$ cat config.mk
export PLATFORM = sky130hd
export DESIGN_NAME = pipeline_control_unit_flat
export DESIGN_NICKNAME = d
export VERILOG_FILES = /design/src/rtl/pipeline_control_unit_pkg.sv /design/src/rtl/pipeline_control_unit_if.sv /design/src/rtl/pipeline_control_unit_hazard_detection_unit.sv /design/src/rtl/pipeline_control_unit.sv /design/src/flat_wrapper.sv
export SDC_FILE = /design/constraint.sdc
export NUM_CORES = 1
export LEC_CHECK = 0
export CAP_MARGIN = 20
export CORE_MARGIN = 3
export CORE_UTILIZATION = 48
export DETAILED_ROUTE_END_ITERATION = 7
export GPL_TIMING_DRIVEN = 0
export PLACE_DENSITY_LB_ADDON = 0.25
export RECOVER_POWER = 25
export SETUP_SLACK_MARGIN = 0.15
export SYNTH_ARGS = -nofsm -noshare
export SYNTH_HDL_FRONTEND = slang
export SYNTH_SLANG_ARGS = --single-unit
export TNS_END_PERCENT = 1
$ cat constraint.sdc
create_clock -name clock_i -period 2.7 [get_ports clock_i]
set_input_delay 0.54 -clock clock_i [delete_from_list [all_inputs] [get_ports clock_i]]
set_output_delay 0.54 -clock clock_i [all_outputs]
set_load 0.1 [all_outputs]
$ cat src/rtl/pipeline_control_unit_pkg.sv
// Shared types and constants for the MIPS pipeline control unit.
// Used by the interface, the top level and the hazard detection sub-module.
package pipeline_control_unit_pkg;

  typedef enum logic [2:0] {
    ST_IDLE   = 3'd0,
    ST_RUN    = 3'd1,
    ST_STEP   = 3'd2,
    ST_DRAIN  = 3'd3,
    ST_HALTED = 3'd4
  } state_t;

  localparam int NB_REG_DEFAULT = 5;

  // Opcode the ID stage decodes into halt_instr.
  localparam logic [5:0] HALT_OPCODE = 6'b111111;

  localparam int REG_ZERO = 0;

endpackage

$ cat src/rtl/pipeline_control_unit_if.sv
// Handshake bundle between the debug unit / ID stage and the pipeline control unit.
// Optional macro PIPE_CTRL_STATS_EN adds the stall and flush statistic counters.
interface pipeline_control_unit_if
  import pipeline_control_unit_pkg::*;
#(
  parameter int NB_DATA = 32,
  parameter int NB_REG  = NB_REG_DEFAULT
);

  logic              start_i;
  logic              step_i;
  logic              halt_instr_i;
  logic [NB_REG-1:0] id_rs_i;
  logic [NB_REG-1:0] id_rt_i;
  logic [NB_REG-1:0] ex_rt_i;
  logic              ex_mem_read_i;
  logic              branch_taken_i;

  logic               en_pipeline_o;
  logic               pc_write_o;
  logic               if_id_write_o;
  logic               if_id_flush_o;
  logic               id_ex_bubble_o;
  logic               halted_o;
  logic [NB_DATA-1:0] cycle_count_o;
`ifdef PIPE_CTRL_STATS_EN
  logic [NB_DATA-1:0] stall_count_o;
  logic [NB_DATA-1:0] flush_count_o;
`endif

  modport master (
    output start_i, step_i, halt_instr_i, id_rs_i, id_rt_i, ex_rt_i,
           ex_mem_read_i, branch_taken_i,
    input  en_pipeline_o, pc_write_o, if_id_write_o, if_id_flush_o,
           id_ex_bubble_o, halted_o, cycle_count_o
`ifdef PIPE_CTRL_STATS_EN
    , input stall_count_o, flush_count_o
`endif
  );

  modport slave (
    input  start_i, step_i, halt_instr_i, id_rs_i, id_rt_i, ex_rt_i,
           ex_mem_read_i, branch_taken_i,
    output en_pipeline_o, pc_write_o, if_id_write_o, if_id_flush_o,
           id_ex_bubble_o, halted_o, cycle_count_o
`ifdef PIPE_CTRL_STATS_EN
    , output stall_count_o, flush_count_o
`endif
  );

endinterface

$ cat src/rtl/pipeline_control_unit_hazard_detection_unit.sv
// Combinational load-use hazard detector: a load in EX whose destination feeds
// the instruction in ID forces a one-cycle stall. Writes to $zero never stall.
module pipeline_control_unit_hazard_detection_unit
  import pipeline_control_unit_pkg::*;
#(
  parameter int NB_REG = NB_REG_DEFAULT
) (
  input  logic              ex_mem_read,
  input  logic [NB_REG-1:0] ex_rt,
  input  logic [NB_REG-1:0] id_rs,
  input  logic [NB_REG-1:0] id_rt,
  output logic              stall
);

  assign stall = ex_mem_read
               && (ex_rt != NB_REG'(REG_ZERO))
               && ((ex_rt == id_rs) || (ex_rt == id_rt));

endmodule

$ cat src/rtl/pipeline_control_unit.sv
// Central sequencer for the 5-stage MIPS pipeline: run/step/halt FSM plus hazard-driven write/flush/bubble.
// Optional macro PIPE_CTRL_STATS_EN adds stall and flush statistic counters.
module pipeline_control_unit
  import pipeline_control_unit_pkg::*;
#(
  parameter int NB_DATA      = 32,
  parameter int NB_REG       = NB_REG_DEFAULT,
  parameter int DRAIN_CYCLES = 3
) (
  input logic                   clock_i,
  input logic                   reset_i,
  pipeline_control_unit_if.slave bus
);

  localparam int NB_DRAIN = (DRAIN_CYCLES < 1) ? 1 : $clog2(DRAIN_CYCLES + 1);
  localparam logic [NB_DRAIN-1:0] DRAIN_INIT = NB_DRAIN'(DRAIN_CYCLES);
  localparam logic [NB_DRAIN-1:0] DRAIN_ONE  = NB_DRAIN'(1);

  state_t              state;
  state_t              state_next;
  logic [NB_DRAIN-1:0] drain_cnt;
  logic [NB_DRAIN-1:0] drain_next;
  logic [NB_DATA-1:0]  cycle_cnt;
  logic                step_prev;
  logic                step_rise;
  logic                stall;
  logic                enable;
  logic                freeze;
  logic                halted;

  assign step_rise = bus.step_i & ~step_prev;

  pipeline_control_unit_hazard_detection_unit #(
    .NB_REG (NB_REG)
  ) u_hazard (
    .ex_mem_read (bus.ex_mem_read_i),
    .ex_rt       (bus.ex_rt_i),
    .id_rs       (bus.id_rs_i),
    .id_rt       (bus.id_rt_i),
    .stall       (stall)
  );

  // freeze keeps the front end closed from the cycle HALT is seen in ID onward.
  always_comb begin
    state_next = state;
    drain_next = drain_cnt;
    enable     = 1'b0;
    freeze     = 1'b0;
    halted     = 1'b0;
    case (state)
      ST_IDLE: begin
        if (bus.start_i)    state_next = ST_RUN;
        else if (step_rise) state_next = ST_STEP;
      end
      ST_RUN, ST_STEP: begin
        enable = 1'b1;
        if (bus.halt_instr_i) begin
          freeze     = 1'b1;
          state_next = ST_DRAIN;
          drain_next = DRAIN_INIT;
        end else if ((state == ST_STEP) || !bus.start_i) begin
          state_next = ST_IDLE;
        end
      end
      ST_DRAIN: begin
        freeze = 1'b1;
        if (drain_cnt == '0) begin
          state_next = ST_HALTED;
        end else begin
          enable = bus.start_i | step_rise;
          if (enable) begin
            drain_next = drain_cnt - DRAIN_ONE;
            if (drain_cnt == DRAIN_ONE) state_next = ST_HALTED;
          end
        end
      end
      ST_HALTED: halted = 1'b1;
      default:   state_next = ST_IDLE;
    endcase
    if (reset_i) begin
      enable = 1'b0;
      halted = 1'b0;
    end
  end

  assign bus.en_pipeline_o  = enable;
  assign bus.pc_write_o     = enable & ~stall & ~freeze;
  assign bus.if_id_write_o  = enable & ~stall & ~freeze;
  assign bus.if_id_flush_o  = enable & ~stall & ~freeze & bus.branch_taken_i;
  assign bus.id_ex_bubble_o = enable & stall;
  assign bus.halted_o       = halted;
  assign bus.cycle_count_o  = cycle_cnt;

  always_ff @(posedge clock_i) begin
    if (reset_i) begin
      state     <= ST_IDLE;
      drain_cnt <= '0;
      step_prev <= 1'b0;
      cycle_cnt <= '0;
    end else begin
      state     <= state_next;
      drain_cnt <= drain_next;
      step_prev <= bus.step_i;
      if (enable) cycle_cnt <= cycle_cnt + NB_DATA'(1);
    end
  end

`ifdef PIPE_CTRL_STATS_EN
  logic [NB_DATA-1:0] stall_cnt;
  logic [NB_DATA-1:0] flush_cnt;

  always_ff @(posedge clock_i) begin
    if (reset_i) begin
      stall_cnt <= '0;
      flush_cnt <= '0;
    end else begin
      if (bus.id_ex_bubble_o) stall_cnt <= stall_cnt + NB_DATA'(1);
      if (bus.if_id_flush_o)  flush_cnt <= flush_cnt + NB_DATA'(1);
    end
  end

  assign bus.stall_count_o = stall_cnt;
  assign bus.flush_count_o = flush_cnt;
`endif

endmodule

$ cat src/flat_wrapper.sv
// flat-port wrapper written by rule: the top's interface ports become plain ports
module pipeline_control_unit_flat import pipeline_control_unit_pkg::*;
#(
  parameter int NB_DATA      = 32,
  parameter int NB_REG       = NB_REG_DEFAULT,
  parameter int DRAIN_CYCLES = 3
)
  (clock_i, reset_i, bus_start_i, bus_step_i, bus_halt_instr_i, bus_id_rs_i, bus_id_rt_i, bus_ex_rt_i, bus_ex_mem_read_i, bus_branch_taken_i, bus_en_pipeline_o, bus_pc_write_o, bus_if_id_write_o, bus_if_id_flush_o, bus_id_ex_bubble_o, bus_halted_o, bus_cycle_count_o);
  pipeline_control_unit_if #(.NB_DATA(NB_DATA), .NB_REG(NB_REG)) bus_i ();
  input logic clock_i;
  input logic reset_i;
  input wire logic [$bits(bus_i.start_i)-1:0] bus_start_i;
  input wire logic [$bits(bus_i.step_i)-1:0] bus_step_i;
  input wire logic [$bits(bus_i.halt_instr_i)-1:0] bus_halt_instr_i;
  input wire logic [$bits(bus_i.id_rs_i)-1:0] bus_id_rs_i;
  input wire logic [$bits(bus_i.id_rt_i)-1:0] bus_id_rt_i;
  input wire logic [$bits(bus_i.ex_rt_i)-1:0] bus_ex_rt_i;
  input wire logic [$bits(bus_i.ex_mem_read_i)-1:0] bus_ex_mem_read_i;
  input wire logic [$bits(bus_i.branch_taken_i)-1:0] bus_branch_taken_i;
  output wire logic [$bits(bus_i.en_pipeline_o)-1:0] bus_en_pipeline_o;
  output wire logic [$bits(bus_i.pc_write_o)-1:0] bus_pc_write_o;
  output wire logic [$bits(bus_i.if_id_write_o)-1:0] bus_if_id_write_o;
  output wire logic [$bits(bus_i.if_id_flush_o)-1:0] bus_if_id_flush_o;
  output wire logic [$bits(bus_i.id_ex_bubble_o)-1:0] bus_id_ex_bubble_o;
  output wire logic [$bits(bus_i.halted_o)-1:0] bus_halted_o;
  output wire logic [$bits(bus_i.cycle_count_o)-1:0] bus_cycle_count_o;
  assign bus_i.start_i = bus_start_i;
  assign bus_i.step_i = bus_step_i;
  assign bus_i.halt_instr_i = bus_halt_instr_i;
  assign bus_i.id_rs_i = bus_id_rs_i;
  assign bus_i.id_rt_i = bus_id_rt_i;
  assign bus_i.ex_rt_i = bus_ex_rt_i;
  assign bus_i.ex_mem_read_i = bus_ex_mem_read_i;
  assign bus_i.branch_taken_i = bus_branch_taken_i;
  assign bus_en_pipeline_o = bus_i.en_pipeline_o;
  assign bus_pc_write_o = bus_i.pc_write_o;
  assign bus_if_id_write_o = bus_i.if_id_write_o;
  assign bus_if_id_flush_o = bus_i.if_id_flush_o;
  assign bus_id_ex_bubble_o = bus_i.id_ex_bubble_o;
  assign bus_halted_o = bus_i.halted_o;
  assign bus_cycle_count_o = bus_i.cycle_count_o;
  pipeline_control_unit #(.NB_DATA(NB_DATA), .NB_REG(NB_REG), .DRAIN_CYCLES(DRAIN_CYCLES)) u_core (.clock_i(clock_i), .reset_i(reset_i), .bus(bus_i));
endmodule
* Yosys cells after proc, flatten, opt, wreduce, memory -nomap -nowiden
Index checks and enable logic that the tools add are counted.
** Operators by class
- Add/sub/neg operators :: 2
- Eq/ne operators :: 14
- Muxes and demuxes :: 19
- Bitwise gates (word level) :: 10
- Reductions and logical operators :: 12
** Operators by type and width (count)
- $add 32x1->32 const B :: 1
- $mux 3 :: 7
- $pmux 3 s4 :: 1
- $eq 5x5->1 :: 2
- $eq 3x2->1 const B :: 2
- $mux 2 :: 3
- $ne 3x1->1 const B :: 2
- $ne 3x2->1 const B :: 2
- $and 1x1->1 :: 5
- $mux 1 :: 5
- $reduce_and 5->1 :: 1
- $reduce_bool 5->1 :: 1
- $ne 2x2->1 const B :: 2
- $not 1->1 :: 4
- $pmux 1 s2 :: 2
- $pmux 2 s2 :: 1
- $reduce_and 4->1 :: 1
- $eq 3x1->1 const B :: 1
- $eq 3x3->1 const B :: 1
- $logic_not 3->1 :: 1
- $eq 2x1->1 const B :: 1
- $logic_and 1x1->1 :: 2
- $logic_not 2->1 :: 1
- $logic_or 1x1->1 :: 2
- 6 further kinds :: 6
** Storage, ports and cells
- Flip-flop bits (word level) :: 38
- Input port bits :: 22
- Output and inout bits :: 38

* Longest topological paths before layout
Gate-level depths: netlist of the first run.
- Depth in word-level cells :: 9
- Mapped depth :: 8

* Hierarchy
From an unflattened synthesis of the first run, not the netlist that was laid out.
** Unflattened totals
- Cell total of the unflattened synthesis :: 253
- Area, all modules :: 2094.5 um2
** By module, submodules not included
- pipeline_control_unit :: times used 1, cells each 236, area each 1969.4 um2
- pipeline_control_unit_hazard_detection_unit :: times used 1, cells each 17, area each 125.1 um2

* Worst setup path before layout of the first run
OpenSTA, ideal clock, no wires.
- Kind :: input to output
- Start :: input port bus_ex_rt_i[0]
- End :: output port bus_pc_write_o
- Data arrival time :: 5.102 ns
- Required time :: 2.160 ns
- Setup slack :: -2.942 ns
- Cell stages on the path :: 5
- Path through :: or4_1 > o21ai_0 > a21oi_1 > nor4b_1 > buf_4
** On the way
- Cells in the longest elaborated chain, start to end :: 6
- Elaborated cells between the ends (all ways) :: 9
- Classes of those cells :: eq/ne (2); bitwise (3); reduce/logical (4)
** Ends and longest elaborated chain
- start, declared :: line flat_wrapper.sv:17 : input wire logic [$bits(bus_i.ex_rt_i)-1:0] bus_ex_rt_i;
- $eq 5x5->1 or $reduce_bool 5->1 (tied branches) :: line pipeline_control_unit_hazard_detection_unit.sv:17, pipeline_control_unit_hazard_detection_unit.sv:16
- $logic_or 1x1->1 or $logic_and 1x1->1 (tied branches) :: line pipeline_control_unit_hazard_detection_unit.sv:17, pipeline_control_unit_hazard_detection_unit.sv:16
- $logic_and 1x1->1 * :: line pipeline_control_unit_hazard_detection_unit.sv:17 : && ((ex_rt == id_rs) || (ex_rt == id_rt));
- $not 1->1 *
- $and 1x1->1 * (2 in a row)
- end, declared :: line flat_wrapper.sv:21 : output wire logic [$bits(bus_i.pc_write_o)-1:0] bus_pc_write_o;
Every way passes the cells marked *; elsewhere a longest branch is shown, timed or not.

* Worst setup path in the final report of the first run
- Start :: input port bus_ex_rt_i[3]
- End :: output port bus_pc_write_o
** On the way
- Cells in the longest elaborated chain, start to end :: 6
- Elaborated cells between the ends (all ways) :: 9
- Classes of those cells :: eq/ne (2); bitwise (3); reduce/logical (4)
** Ends and longest elaborated chain
- $eq 5x5->1 or $reduce_bool 5->1 (tied branches) :: line pipeline_control_unit_hazard_detection_unit.sv:17, pipeline_control_unit_hazard_detection_unit.sv:16
- $logic_or 1x1->1 or $logic_and 1x1->1 (tied branches) :: line pipeline_control_unit_hazard_detection_unit.sv:17, pipeline_control_unit_hazard_detection_unit.sv:16
- $logic_and 1x1->1 * :: line pipeline_control_unit_hazard_detection_unit.sv:17
- $not 1->1 * :: line pipeline_control_unit.sv:87 : assign bus.pc_write_o = enable & ~stall & ~freeze;
- $and 1x1->1 * (2 in a row) :: line pipeline_control_unit.sv:87
Marks and branches as above.

==> results.py, run 1 <==
metrics = {
    "floorplan": {
        "die_x_um": 74.3,
        "die_h_um": 74.3,
        "core_region_area_sq_mm": 0.00444,
        "die_area_sq_mm": 0.00553,
        "core.rowCount": 24,
        "io_pins": 60,
        "initial_utilization_pct": 50.5,
    },
    "timing": {
        "fin_setup_tns_ns": 0,
        "fin_crit_ns": 2.61,
        "fmax_mhz": 384,
        "slew_headroom_pct": 34.3,
        "fin_skew_ns": 0.00557,
        "grt_setup_unrepaired": "true",
        "fin_crit_sh_pct": 96.5,
        "finalSetupViolCount": 0,
        "tightest_slew_ns": 0.982,
        "hold_viol": 0,
        "slew_viol_final": 0,
    },
    "run_status": {
        "status": "complete, no violations",
    },
    "clocking": {
        "holdBufCountCts": 0,
        "cts_tree": "built",
        "worstSkewPairLatency_ns": 0.29,
        "cts-root-buf": "clkbuf_8",
        "clkSinkCount": 38,
        "cts.htree.levels": 2,
        "cts_buffers": 5,
        "path_clk_slew_ns": 0.08,
        "cts.path.max_buffers": 2,
    },
    "critical_path": {
        "crit_required_ns": 2.16,
        "cpPeakStageDelay_ns": 0.54,
        "r2r_start": "u_core.drain_cnt[0]",
        "crit_chain": "buf_8 -> or4_4 -> o21ai_4 -> a21oi_4 -> nor4b_4 -> buf_6 -> buf_12",
        "arrival_ns": 2.07,
        "cp-start-kind": "input pin",
        "r2r_end": "u_core.bus.cycle_count_o[21]",
        "r2r.worst_path.cells": 8,
        "critPathKind": "in2out",
        "r2r_slack_ns": 0.51,
        "crit_slowest_cell": "or4_4",
        "crit_path_end_kind": "primary output",
        "cp_max_fo": 3,
    },
    "yosys": {
        "yosys_most_used_dff": "dfxtp_1",
        "synth.cells.most_frequent": "41 x nor2_1, 38 x dfxtp_1, 29 x xnor2_1",
        "synth_seq_area_share_pct": 33.9,
        "synthesis.instances": 257,
        "avgSynthCellArea_sq_um": 8.72,
        "syn_area_sq_mm": 0.00224,
        "synth.most_common_cell": "nor2_1",
        "synthTopCellsByArea": "dfxtp_1 34%, xnor2_1 11%, nor2_1 6.9%",
        "yosys.area.top_type": "dfxtp_1",
        "ys_types": 51,
        "synth_enable_flop_cells": 0,
        "ys_ff_latch": 38,
        "yosysTopAreaCellShare_pct": 33.9,
        "syn-num-nets": 282,
        "async_reset_ff_share_pct": 0,
        "ys_warn_count": 0,
    },
    "finish": {
        "syn_to_final_growth_pct": 40.9,
        "final_core_util_pct": 71.1,
        "seqCellArea_sq_um": 762,
        "antenna_cells": 0,
        "drive_gt1_share_pct": 19.2,
        "multi_input_area_sq_mm": 0.00145,
        "fillers": 339,
        "nets": 352,
    },
    "power_and_ir_drop": {
        "total_power_mw": 1.61,
        "ir_worst_vdd_mv": 0.530,
        "leakagePower_nw": 1.08,
        "power.density_mw_per_mm2": 508,
    },
    "min_path": {
        "holdPathStages": 2,
        "whs_endpoint": "u_core.drain_cnt[1]",
        "hold_path.class": "reg2reg",
        "hold_start": "u_core.drain_cnt[1]",
    },
    "route": {
        "routed_wl_mm": 5.79,
        "ant_nets": 0,
        "dr.first_iter.drc_count": 108,
        "drcViolationCount": 0,
        "avgRoutedWirePerCell_um": 15.2,
        "viasPerCell": 5.53,
        "drt_pass1_iterations": 5,
        "vias": 2100,
    },
    "place": {
        "hpwlAfterDp_mm": 4.16,
        "gp_congestion": 0.801,
        "port_buffers": 58,
    },
    "global_routing": {
        "grt_overflow": 0,
        "grt_pass1_wl_mm": 8.97,
        "grt_pass1_vias": 1909,
        "track_usage_pct": 20.7,
        "grt_max_degree": 12,
        "grt_antenna_before_repair": 0,
    },
    "job": {
        "maxCapViolations": 0,
    },
}
[power by group]
| group | total [mW] | internal (mW) | switching, mW |
|---|---|---|---|
| clock network | 0.403 | 0.206 | 0.196 |
| registers | 0.621 | 0.588 | 0.0335 |
| logic | 0.582 | 0.203 | 0.379 |
[layout make-up]
| class | instances | share of cell area [%] |
|---|---|---|
| sequential | 38 | 24.1 |
| buffer | 15 | 3.09 |
| tap | 52 | 2.06 |
| timing repair buffer | 63 | 20.5 |
| inverter | 13 | 1.54 |
| clock inverter | 1 | 0.158 |
| clock buffer | 7 | 2.73 |
| multi-input combinational | 191 | 45.8 |
[critical path: cells and delay by family]
family	cells	cell delay, ns
buffers and inverters	3	0.41
AOI/OAI and AO/OA	2	0.22
and+or+nand+nor	2	0.88
[per-stage QoR]
step | hold WS (ns) | std cells | area, sq um | worst slack (ns)
CTS | 0.514 | 375 | 3040 | -0.100
detailed placement | 0.503 | 367 | 2930 | -1.24
global placement | 0.491 | 367 | 2930 | -1.21
floorplan | 0.476 | 257 | 2280 | -0.603
global route | 0.551 | 380 | 3160 | -0.0115
finish | 0.521 | 380 | 3160 | 0.0943
[worst max-delay path by stage]
stage	startpoint	to	slack, ns
6_report	bus_ex_rt_i[3]	bus_pc_write_o	0.09
5_1_grt	u_core.drain_cnt[0]	bus_id_ex_bubble_o	-0.01
4_1_cts	bus_step_i	bus_id_ex_bubble_o	-0.10
3_5_place_dp	bus_ex_rt_i[0]	bus_pc_write_o	-1.24
3_3_place_gp	bus_ex_rt_i[0]	bus_pc_write_o	-1.21
2_1_floorplan	bus_ex_rt_i[0]	bus_pc_write_o	-0.60
[sequential cells by signal (all words and copies together), names as in the netlist]
| register | cells |
|---|---|
| u_core.drain_cnt | 2 |
| u_core.bus.cycle_count_o | 32 |
| u_core.step_prev | 1 |
| u_core.state | 3 |
[placed cells by master (no fill, tap or decap), types with 3 or more instances in the layout]
master           netlist  final
clkdlybuf4s50_1        0     40
nand2b_1               3      3
inv_1                 13     13
nand2_1               13     13
xor2_1                 7      6
nor2b_1                4      3
o21ai_0                4      3
dlymetal6s2s_1         0      7
clkbuf_8               0      6
ha_1                   3      3
a2111oi_2              6      6
a211oi_1              12     12
dfxtp_1               38     37
nor3_2                 0      3
buf_2                  4      3
a21oi_1                8      7
nor2_1                41     40
and4_1                 5      5
nand4_1                7      7
xnor2_1               29     29
nand3_1                8      7
buf_4                  2      9
clkbuf_1               6      7
a31o_2                 3      3
buf_6                  3      6
[metal layers]
| metal | vias up | track usage [%] | share of wire (%) |
|---|---|---|---|
| met5 | - | 0 | 0 |
| met4 | 0 | 5.53 | 1.3 |
| met3 | 9 | 3.65 | 3.2 |
| met2 | 47 | 34.0 | 49 |
| met1 | 998 | 28.1 | 46 |
| li1 | 1046 | - | - |
[repair_timing]
action,4_1_cts,5_1_grt
buffers inserted,0,5
endpoints found under the setup margin,6,7
pin swaps,3,13
gates resized for setup,48,32
[cells by family (layout without fill, tap and decap cells)]
family,after synthesis,count (layout),synth area share [%]
and+or+nand+nor,102,102,23.7
AOI/OAI and AO/OA,45,45,17.7
DFF,38,38,33.9
xor gates and xnor gates,37,37,14.8
buffers and inverters,28,99,6.25
muxes,4,4,1.90
adders and majority gates,3,3,1.67
Note: power is estimated with default switching activity, not from simulation.
==> run 2, diff against run 1 <==
==> constraint.sdc (replaced) <==
create_clock -name clock_i -period 2.7 [get_ports clock_i]
set_input_delay 0.27 -clock clock_i [delete_from_list [all_inputs] [get_ports clock_i]]
set_output_delay 0.27 -clock clock_i [all_outputs]
set_load 0.1 [all_outputs]
==> results.py, run 2 (same netlist as run 1, synthesis figures left out) <==
metrics = {
    "route": {
        "avgRoutedWirePerCell_um": 14.6,
        "routed_wl_mm": 5.47,
        "vias": 2094,
        "dr.first_iter.drc_count": 113,
        "drcViolationCount": 0,
        "viasPerCell": 5.58,
        "ant_nets": 0,
        "drt_pass1_iterations": 4,
    },
    "clocking": {
        "cts.htree.levels": 2,
        "cts-root-buf": "clkbuf_8",
        "holdBufCountCts": 0,
        "clkSinkCount": 38,
        "path_clk_slew_ns": 0.07,
        "cts_buffers": 5,
        "cts_resized": 25,
        "postCtsSetupBuffers": 0,
        "cts.path.max_buffers": 2,
        "cts_tree": "built",
        "worstSkewPairLatency_ns": 0.29,
    },
    "global_routing": {
        "track_usage_pct": 20.7,
        "grt_antenna_before_repair": 0,
        "grt_max_degree": 12,
        "grt_pass1_wl_mm": 8.94,
        "grt_pass1_vias": 1919,
        "grt_overflow": 0,
    },
    "place": {
        "port_buffers": 58,
        "place_inst": 367,
        "hpwlAfterDp_mm": 4.14,
        "gp_congestion": 0.827,
        "dpl-instance-area_sq_mm": 0.00292,
    },
    "finish": {
        "drive_gt1_share_pct": 11.8,
        "nets": 347,
        "syn_to_final_growth_pct": 31.7,
        "layout_commonest_cell": "clkdlybuf4s50_1",
        "stdcell_area_sq_mm": 0.00295,
        "final_cell_mix": "50 x clkdlybuf4s50_1, 40 x nor2_1, 38 x dfxtp_1",
        "instances_no_fill": 375,
        "antenna_cells": 0,
        "largest_register_ffs": 32,
    },
    "timing": {
        "slew_headroom_pct": 34.5,
        "finalSetupViolCount": 0,
        "fin_crit_sh_pct": 93.6,
        "fmax_mhz": 396,
        "tightest_slew_ns": 0.976,
        "fin_skew_ns": 0.00312,
        "hold_viol": 0,
        "fin_crit_ns": 2.53,
        "grt_setup_unrepaired": "true",
        "slew_viol_final": 0,
    },
    "critical_path": {
        "cp_max_fo": 10,
        "crit_path_end_kind": "register",
        "arrival_ns": 2.75,
        "cp-start-kind": "register",
        "crit_required_ns": 2.92,
        "critPathKind": "reg2reg",
    },
    "power_and_ir_drop": {
        "internal_power_mw": 0.966,
        "ir_worst_vdd_mv": 0.316,
        "power_switching_mw": 0.580,
        "total_power_mw": 1.55,
        "sw_frac_of_total_pct": 37.5,
        "combPwrFrac_pct": 33.4,
        "power.sequential.fraction_pct": 40.0,
        "pwr-share-clk_pct": 26.6,
        "power.density_mw_per_mm2": 523,
        "leakagePower_nw": 0.960,
    },
    "run_status": {
        "status": "complete, no violations",
    },
    "floorplan": {
        "io_pins": 60,
        "die_h_um": 74.3,
        "initial_utilization_pct": 50.5,
        "core_region_area_sq_mm": 0.00444,
        "core.rowCount": 24,
        "die_x_um": 74.3,
        "die_area_sq_mm": 0.00553,
    },
    "min_path": {
        "hold_path.class": "in2reg",
    },
    "job": {
        "maxCapViolations": 0,
    },
}
-- run 2: cell count changes in the layout (fill, tap and decap cells not counted), moves of 3 or more --
| cell | before | now |
|---|---|---|
| clkdlybuf4s50_1 | 40 | 50 |
| a2111oi_2 | 6 | 3 |
| dlymetal6s2s_1 | 7 | 1 |
| buf_4 | 9 | 3 |
| a2111oi_0 | 2 | 5 |
-- run 2: final cells by class --
| cell class | instances | area, sq um |
|---|---|---|
| plain buffers | 15 | 90.1 |
| clock buffers | 7 | 86.3 |
| clock inverters | 1 | 5.00 |
| fillers | 389 | 1490 |
| inverters | 13 | 48.8 |
| multi-input cells | 191 | 1330 |
| flip-flops and latches | 38 | 761 |
| well taps | 52 | 65.1 |
| repair buffers | 58 | 572 |
-- run 2: metrics by stage --
stage / worst slack, ns / utilization [%] / setup TNS, ns / hold WS, ns
2_1_floorplan: -0.562 / - / -0.693 / 0.398
3_3_place_gp: -0.638 / 65.6 / -2.40 / 0.483
3_5_place_dp: -0.655 / 65.6 / -2.45 / 0.495
4_1_cts: 0.0933 / 67.4 / 0 / 0.496
5_1_grt: 0.0375 / 66.4 / 0 / 0.529
6_report: 0.172 / 66.4 / 0 / 0.484
-- run 2: critical path: stages (launching register included) --
cell      delay, ns
dfxtp_1        0.36
inv_1          0.07
ha_1           0.19
and4bb_2       0.31
o21ai_2        0.14
a211oi_1       0.82
or3b_1         0.42
a21oi_1        0.14
-- run 2: worst paths after layout --
| kind | start | to | slack (ns) | depth (start not counted) |
|---|---|---|---|---|
| setup reg to reg | u_core.drain_cnt[0] | u_core.bus.cycle_count_o[13] | 0.17 | 7 |
| hold / removal | reset_i | u_core.bus.cycle_count_o[27] | 0.48 | 3 |
| hold reg to reg | u_core.drain_cnt[1] | u_core.drain_cnt[1] | 0.52 | 2 |
| setup / recovery | u_core.drain_cnt[0] | u_core.bus.cycle_count_o[13] | 0.17 | 7 |
-- run 2: metal layers --
layer  part of all wire [%]  global-route usage (%)  vias up
met4                   0.44                    6.72        0
met5                      0                       0        -
met1                     47                    27.7      994
met3                    6.2                    5.41        2
li1                       -                       -     1040
met2                     46                    32.8       58
-- run 2: power groups by stage --
stage / logic (mW) / registers, mW / clock network, mW
after floorplan: 0.321 / 0.712 / 0
after global placement: 0.525 / 0.631 / 0
after detailed placement: 0.534 / 0.631 / 0
after CTS: 0.530 / 0.618 / 0.420
after global routing: 0.556 / 0.623 / 0.438
final: 0.517 / 0.618 / 0.411
